$ cat src/rtl/imm_gen_pipe_pkg.sv
// Shared types for the immediate generator: format encoding, RV32/64 base
// opcodes and the opcode-to-format decoder.
package rv_imm_pkg;

  typedef enum logic [2:0] {
    FMT_I   = 3'd0,
    FMT_S   = 3'd1,
    FMT_B   = 3'd2,
    FMT_U   = 3'd3,
    FMT_J   = 3'd4,
    FMT_Z   = 3'd5,
    FMT_ILL = 3'd7
  } imm_fmt_e;

  localparam logic [6:0] OP_IMM = 7'b0010011;
  localparam logic [6:0] LOAD   = 7'b0000011;
  localparam logic [6:0] JALR   = 7'b1100111;
  localparam logic [6:0] STORE  = 7'b0100011;
  localparam logic [6:0] BRANCH = 7'b1100011;
  localparam logic [6:0] LUI    = 7'b0110111;
  localparam logic [6:0] AUIPC  = 7'b0010111;
  localparam logic [6:0] JAL    = 7'b1101111;
  localparam logic [6:0] SYSTEM = 7'b1110011;

  // SYSTEM splits on funct3[2]: the CSR*I forms carry a 5-bit uimm in rs1.
  function automatic imm_fmt_e decode_fmt(input logic [31:0] inst);
    imm_fmt_e f;
    case (inst[6:0])
      OP_IMM, LOAD, JALR: f = FMT_I;
      STORE:              f = FMT_S;
      BRANCH:             f = FMT_B;
      LUI, AUIPC:         f = FMT_U;
      JAL:                f = FMT_J;
      SYSTEM:             f = inst[14] ? FMT_Z : FMT_I;
      default:            f = FMT_ILL;
    endcase
    return f;
  endfunction

endpackage

$ cat src/rtl/imm_gen_pipe_if.sv
// Handshake bundle between decode and the immediate stage, plus the
// stage's result and status outputs.
interface imm_gen_pipe_if #(
  parameter int XLEN  = 32,
  parameter int CNT_W = 16
);
  import rv_imm_pkg::*;

  logic             in_valid;
  logic             in_ready;
  logic [31:0]      inst;
  logic             flush;
  logic             out_valid;
  logic             out_ready;
  logic [XLEN-1:0]  imm;
  imm_fmt_e         fmt;
  logic             illegal;
  logic [CNT_W-1:0] illegal_cnt;

  modport master (
    output in_valid, inst, flush, out_ready,
    input  in_ready, out_valid, imm, fmt, illegal, illegal_cnt
  );

  modport slave (
    input  in_valid, inst, flush, out_ready,
    output in_ready, out_valid, imm, fmt, illegal, illegal_cnt
  );
endinterface

$ cat src/rtl/imm_gen_pipe_decode.sv
// Combinational immediate extraction: raw instruction -> extended immediate,
// format and illegal flag.
module imm_decode
  import rv_imm_pkg::*;
#(
  parameter int XLEN = 32
) (
  input  logic [31:0]     inst,
  output logic [XLEN-1:0] imm,
  output imm_fmt_e        fmt,
  output logic            illegal
);

  if (XLEN != 32 && XLEN != 64) begin : g_xlen_chk
    $error("imm_decode: XLEN must be 32 or 64, got %0d", XLEN);
  end

  // Every format fits in 32 bits; widening to XLEN is a single sign extend.
  logic signed [31:0] raw;

  always_comb begin
    fmt     = decode_fmt(inst);
    illegal = (fmt == FMT_ILL);
    raw     = '0;
    case (fmt)
      FMT_I:   raw = {{20{inst[31]}}, inst[31:20]};
      FMT_S:   raw = {{20{inst[31]}}, inst[31:25], inst[11:7]};
      FMT_B:   raw = {{19{inst[31]}}, inst[31], inst[7], inst[30:25],
                      inst[11:8], 1'b0};
      FMT_U:   raw = {inst[31:12], 12'b0};
      FMT_J:   raw = {{11{inst[31]}}, inst[31], inst[19:12], inst[20],
                      inst[30:21], 1'b0};
      FMT_Z:   raw = {27'b0, inst[19:15]};
      default: raw = '0;
    endcase
    imm = XLEN'(raw);
  end

endmodule

$ cat src/rtl/imm_gen_pipe.sv
// One-register immediate stage with valid/ready, flush and a saturating
// count of accepted illegal-opcode entries.
module imm_gen_pipe
  import rv_imm_pkg::*;
#(
  parameter int XLEN  = 32,
  parameter int CNT_W = 16
) (
  input logic           clk,
  input logic           rst_n,
  imm_gen_pipe_if.slave bus
);

  logic [XLEN-1:0]  d_imm;
  imm_fmt_e         d_fmt;
  logic             d_illegal;

  logic             vld_q;
  logic [XLEN-1:0]  imm_q;
  imm_fmt_e         fmt_q;
  logic             ill_q;
  logic [CNT_W-1:0] cnt_q;
  logic             accept;

  imm_decode #(.XLEN(XLEN)) u_dec (
    .inst    (bus.inst),
    .imm     (d_imm),
    .fmt     (d_fmt),
    .illegal (d_illegal)
  );

  assign bus.in_ready = !vld_q || bus.out_ready;
  assign accept       = bus.in_valid && bus.in_ready;

  // Flush wins over both accept and drain; payload is left untouched so the
  // outputs only move when a real entry lands.
  always_ff @(posedge clk or negedge rst_n) begin
    if (!rst_n) begin
      vld_q <= 1'b0;
      imm_q <= '0;
      fmt_q <= FMT_ILL;
      ill_q <= 1'b0;
      cnt_q <= '0;
    end else begin
      if (bus.flush) begin
        vld_q <= 1'b0;
      end else if (accept) begin
        vld_q <= 1'b1;
        imm_q <= d_imm;
        fmt_q <= d_fmt;
        ill_q <= d_illegal;
      end else if (bus.out_ready) begin
        vld_q <= 1'b0;
      end
      if (accept && !bus.flush && d_illegal && cnt_q != '1)
        cnt_q <= cnt_q + 1'b1;
    end
  end

  assign bus.out_valid   = vld_q;
  assign bus.imm         = imm_q;
  assign bus.fmt         = fmt_q;
  assign bus.illegal     = ill_q;
  assign bus.illegal_cnt = cnt_q;

endmodule

$ cat src/flat_wrapper.sv
// flat-port wrapper written by rule: the top's interface ports become plain ports
module imm_gen_pipe_flat import rv_imm_pkg::*;
#(
  parameter int XLEN  = 32,
  parameter int CNT_W = 16
)
  (clk, rst_n, bus_in_valid, bus_inst, bus_flush, bus_out_ready, bus_in_ready, bus_out_valid, bus_imm, bus_fmt, bus_illegal, bus_illegal_cnt);
  imm_gen_pipe_if #(.XLEN(XLEN), .CNT_W(CNT_W)) bus_i ();
  input logic clk;
  input logic rst_n;
  input wire logic [$bits(bus_i.in_valid)-1:0] bus_in_valid;
  input wire logic [$bits(bus_i.inst)-1:0] bus_inst;
  input wire logic [$bits(bus_i.flush)-1:0] bus_flush;
  input wire logic [$bits(bus_i.out_ready)-1:0] bus_out_ready;
  output wire logic [$bits(bus_i.in_ready)-1:0] bus_in_ready;
  output wire logic [$bits(bus_i.out_valid)-1:0] bus_out_valid;
  output wire logic [$bits(bus_i.imm)-1:0] bus_imm;
  output wire logic [$bits(bus_i.fmt)-1:0] bus_fmt;
  output wire logic [$bits(bus_i.illegal)-1:0] bus_illegal;
  output wire logic [$bits(bus_i.illegal_cnt)-1:0] bus_illegal_cnt;
  assign bus_i.in_valid = bus_in_valid;
  assign bus_i.inst = bus_inst;
  assign bus_i.flush = bus_flush;
  assign bus_i.out_ready = bus_out_ready;
  assign bus_in_ready = bus_i.in_ready;
  assign bus_out_valid = bus_i.out_valid;
  assign bus_imm = bus_i.imm;
  assign bus_fmt = bus_i.fmt;
  assign bus_illegal = bus_i.illegal;
  assign bus_illegal_cnt = bus_i.illegal_cnt;
  imm_gen_pipe #(.XLEN(XLEN), .CNT_W(CNT_W)) u_core (.clk(clk), .rst_n(rst_n), .bus(bus_i));
endmodule
$ cat config.mk
export PLATFORM = sky130hd
export DESIGN_NAME = imm_gen_pipe_flat
export DESIGN_NICKNAME = d
export VERILOG_FILES = /design/src/rtl/imm_gen_pipe_pkg.sv /design/src/rtl/imm_gen_pipe_if.sv /design/src/rtl/imm_gen_pipe_decode.sv /design/src/rtl/imm_gen_pipe.sv /design/src/flat_wrapper.sv
export SDC_FILE = /design/constraint.sdc
export NUM_CORES = 1
export LEC_CHECK = 0
export BUFFER_PORTS_ARGS = -buffer_cell sky130_fd_sc_hd__buf_2
export CORE_AREA = 4 4 104 76
export CTS_CLUSTER_DIAMETER = 120
export DETAILED_ROUTE_END_ITERATION = 12
export DIE_AREA = 0 0 108 80
export PLACE_DENSITY = 0.64
export SKIP_LAST_GASP = 1
export SYNTH_ARGS = -nofsm -noshare
export SYNTH_HDL_FRONTEND = slang
export SYNTH_SLANG_ARGS = --single-unit
$ cat constraint.sdc
create_clock -name clk -period 3.4 [get_ports clk]
set_input_delay 0.68 -clock clk [delete_from_list [all_inputs] [get_ports clk]]
set_output_delay 0.68 -clock clk [all_outputs]
set_load 0.03 [all_outputs]
==> summary.md <==
| Metric | Value |
|---|---|
| Peak supply drop | 0.178 mV |
| DRT iter0 DRCs | 98 |
| Cells after Synth | 268 |
| Critical path capture point type | register |
| Routability cong. | 0.908 |
| Fin util | 48.5% |
| Ys async rst share | 100% |
| CP Capture Point | u_core.bus.illegal_cnt[12] |
| Combinational power share | 28.5% |
| Crit start category | input port |
| Clock Pin Slew Worst Setup and Hold Paths | 100 ps |
| Synthesized Nets | 306 |
| Final period util | 65.4% |
| Hpwl dp | 5.45 mm |
| Switching power total | 0.612 mW |
| H-tree levels | 2 |
| Post-Route WL | 7.00 mm |
| Final setup viols | 0 |
| Number of global-route vias before repair | 2252 |
| # hold bufs at CTS | 0 |
| Top cells by area, synth | dfrtp_1 47%, nand2_1 5.3%, nor2_1 4.6%, a211oi_1 3.7%, xnor2_1 3.3% |
| CP max FO | 11 |
| CTS tree | done |
| Count of input and output buffers | 90 |
| Worst Slack Setup Final | 1180 ps |
| Grt total ovfl | 0 |
| Minimum clock period after layout | 2220 ps |
| Die X | 108 um |
| Area Growth Syn to Fin | 24.8% |
| Initial antenna violation count | 0 |
| Root Driver | clkbuf_8 |
| Synth top area share | 47.4% |
| Area leader, netlist | dfrtp_1 |
| Clock network fraction of design power | 25.3% |
| GRT Util Overall | 16.7% |
| Sequential share of power | 46.2% |
| Hold Path Class | input port to async pin |
| Mapped cell area | 2640 um2 |
| Leakage power | 1.55 nW |
| Clk_skew | 5.66 ps |
| Std-Cell Rows | 25 |
| Nets | 395 |
| Die Ht | 80 um |
| WHS | 321 ps |
| CP Class | input port to register |
| First-pass GRT wire length | 11.4 mm |
| RR Startpoint | u_core.bus.out_valid |
| Pwr dens | 518 nW/um2 |
| Via count | 2347 |
| Tot Pwr | 1.70 mW |
| Slew Limit Fails | 0 |
| Later-pin clock latency in the skew report | 300 ps |
| # resized after CTS | 0 |
| Residual DRC count | 0 |
| Commonest cells after routing, fill and taps aside | 90 x buf_2, 50 x dfrtp_1, 37 x nand2_1, 32 x nor2_1, 16 x a21oi_1 |
| Clock Sinks | 53 |
| Sequential-to-total area share from yosys stat | 50.4% |
| CP Launch Point | bus_inst[1] |
| CTS buffer count | 5 |
| Netlist cell types | 48 |
| Pre-CTS WS | 847 ps |
| Post-CTS Setup Bufs | 0 |
| Rel. slew slack | 51.0% |
| Max cap viols | 0 |
| Post-DRT Antenna Nets | 0 |
| Maximum clock path buffer count | 2 |
| Reg2reg path depth | 5 |
| I/O pins | 91 |
| Initial Util | 38.9% |
| Final Hold Violating Endpoints | 0 |
| Sw Share | 35.9% |
| Outcome | finished, final reports clean |
| Worst-Margin Slew | 733 ps |
| Commonest non-fill, non-tap cell in the layout | buf_2 |
| Worst path required time | 3590 ps |
| Drt pass-1 iters | 4 |
| Max Fclk | 450 MHz |
| Vias per cell | 5.19 |
| WL per Instance | 15.5 um |
| P_int | 1.09 mW |
| Share of layout cells above drive strength 1 | 33.0% |
| RSZ-0062 raised after global routing | no |
| Largest net degree at the start of global routing | 24 |
| Ys flop type | dfrtp_1 |
| Synthesized flop and latch total | 53 |
| Ys Warns | 0 |
| Avg Cell Area, Syn | 9.85 um2 |
| Flop2flop setup slack | 1390 ps |
| Critical path arrival | 2410 ps |
| Core area | 6790 um2 |
| Ant. Diodes | 0 |
| Terminus of the critical flop-to-flop path | u_core.bus.imm[26] |
| Area of the die | 8640 um2 |
| Setup TNS | 0 ps |
| Post-synth EDFFs | 0 |
[cell usage after synthesis, types with 4 or more instances]
cell and number:
clkbuf_1 5, and3_1 8, buf_2 6, inv_1 5
xnor2_1 10, a211oi_1 13, a22o_1 7, a221o_1 4
nand3_1 13, a21oi_1 16, nand2_1 37, xor2_1 4
dfrtp_1 50, nand4_1 8, nor2_1 32, nor3_1 10
[through the flow]
| step | cells | instance area [um2] |
|---|---|---|
| after floorplan | 268 | 2640 |
| after global placement | 444 | 3180 |
| after detailed placement | 444 | 3180 |
| after CTS | 452 | 3290 |
| after global routing | 452 | 3290 |
| final | 452 | 3290 |
[state kept, by name, indices dropped and copies added (netlist names)]
name                    cells
u_core.bus.imm             32
u_core.bus.illegal_cnt     16
u_core.bus.fmt              3
u_core.bus.illegal          1
u_core.bus.out_valid        1
[worst max-delay path: stages]
cell and delay, ps:
buf_2 120, and3_1 270, a2111oi_4 360, and3_1 470, nand4_1 160, mux2_1 340
[power groups by stage]
stage	registers, mW	clock network, mW	logic [mW]
after floorplan	0.961	0	0.150
after global placement	0.799	0	0.482
after detailed placement	0.801	0	0.489
after CTS	0.790	0.445	0.490
after global routing	0.804	0.471	0.526
final	0.788	0.432	0.485
[cells by family after synthesis]
logic type,Yosys count,share of synthesized area [%]
AOI/OAI and AO/OA,54,16.0
xor gates and xnor gates,14,4.65
adders and majority gates,1,0.474
buffers and inverters,19,3.70
DFF,53,50.4
muxes,2,0.853
and+or+nand+nor,125,23.9
[worst min path at each step]
stage | slack [ps] | depth (start not counted) | from | to
after CTS | 340 | 1 | rst_n | u_core.bus.imm[9]
after global routing | 370 | 1 | rst_n | u_core.bus.imm[9]
after global placement | 460 | 2 | u_core.bus.imm[11] | u_core.bus.imm[11]
after detailed placement | 460 | 2 | u_core.bus.imm[11] | u_core.bus.imm[11]
final | 320 | 1 | rst_n | u_core.bus.imm[9]
after floorplan | 380 | 0 | rst_n | u_core.bus.illegal
[layer usage]
metal | up-vias | wire [um] | global-route usage [%]
met5 | - | 0 | 0
met4 | 0 | 41 | 3.40
met3 | 4 | 518 | 3.15
met2 | 87 | 2950 | 24.0
met1 | 1123 | 3490 | 26.0
li1 | 1133 | - | -
[layout make-up]
class	count	area (um2)
sequential	53	1330
tap	94	118
timing repair buffer	96	495
multi-input combinational	196	1220
fill	655	3490
clock buffer	5	68.8
clock inverter	3	46.3
inverter	5	18.8
(Power assumes the default switching activity.)
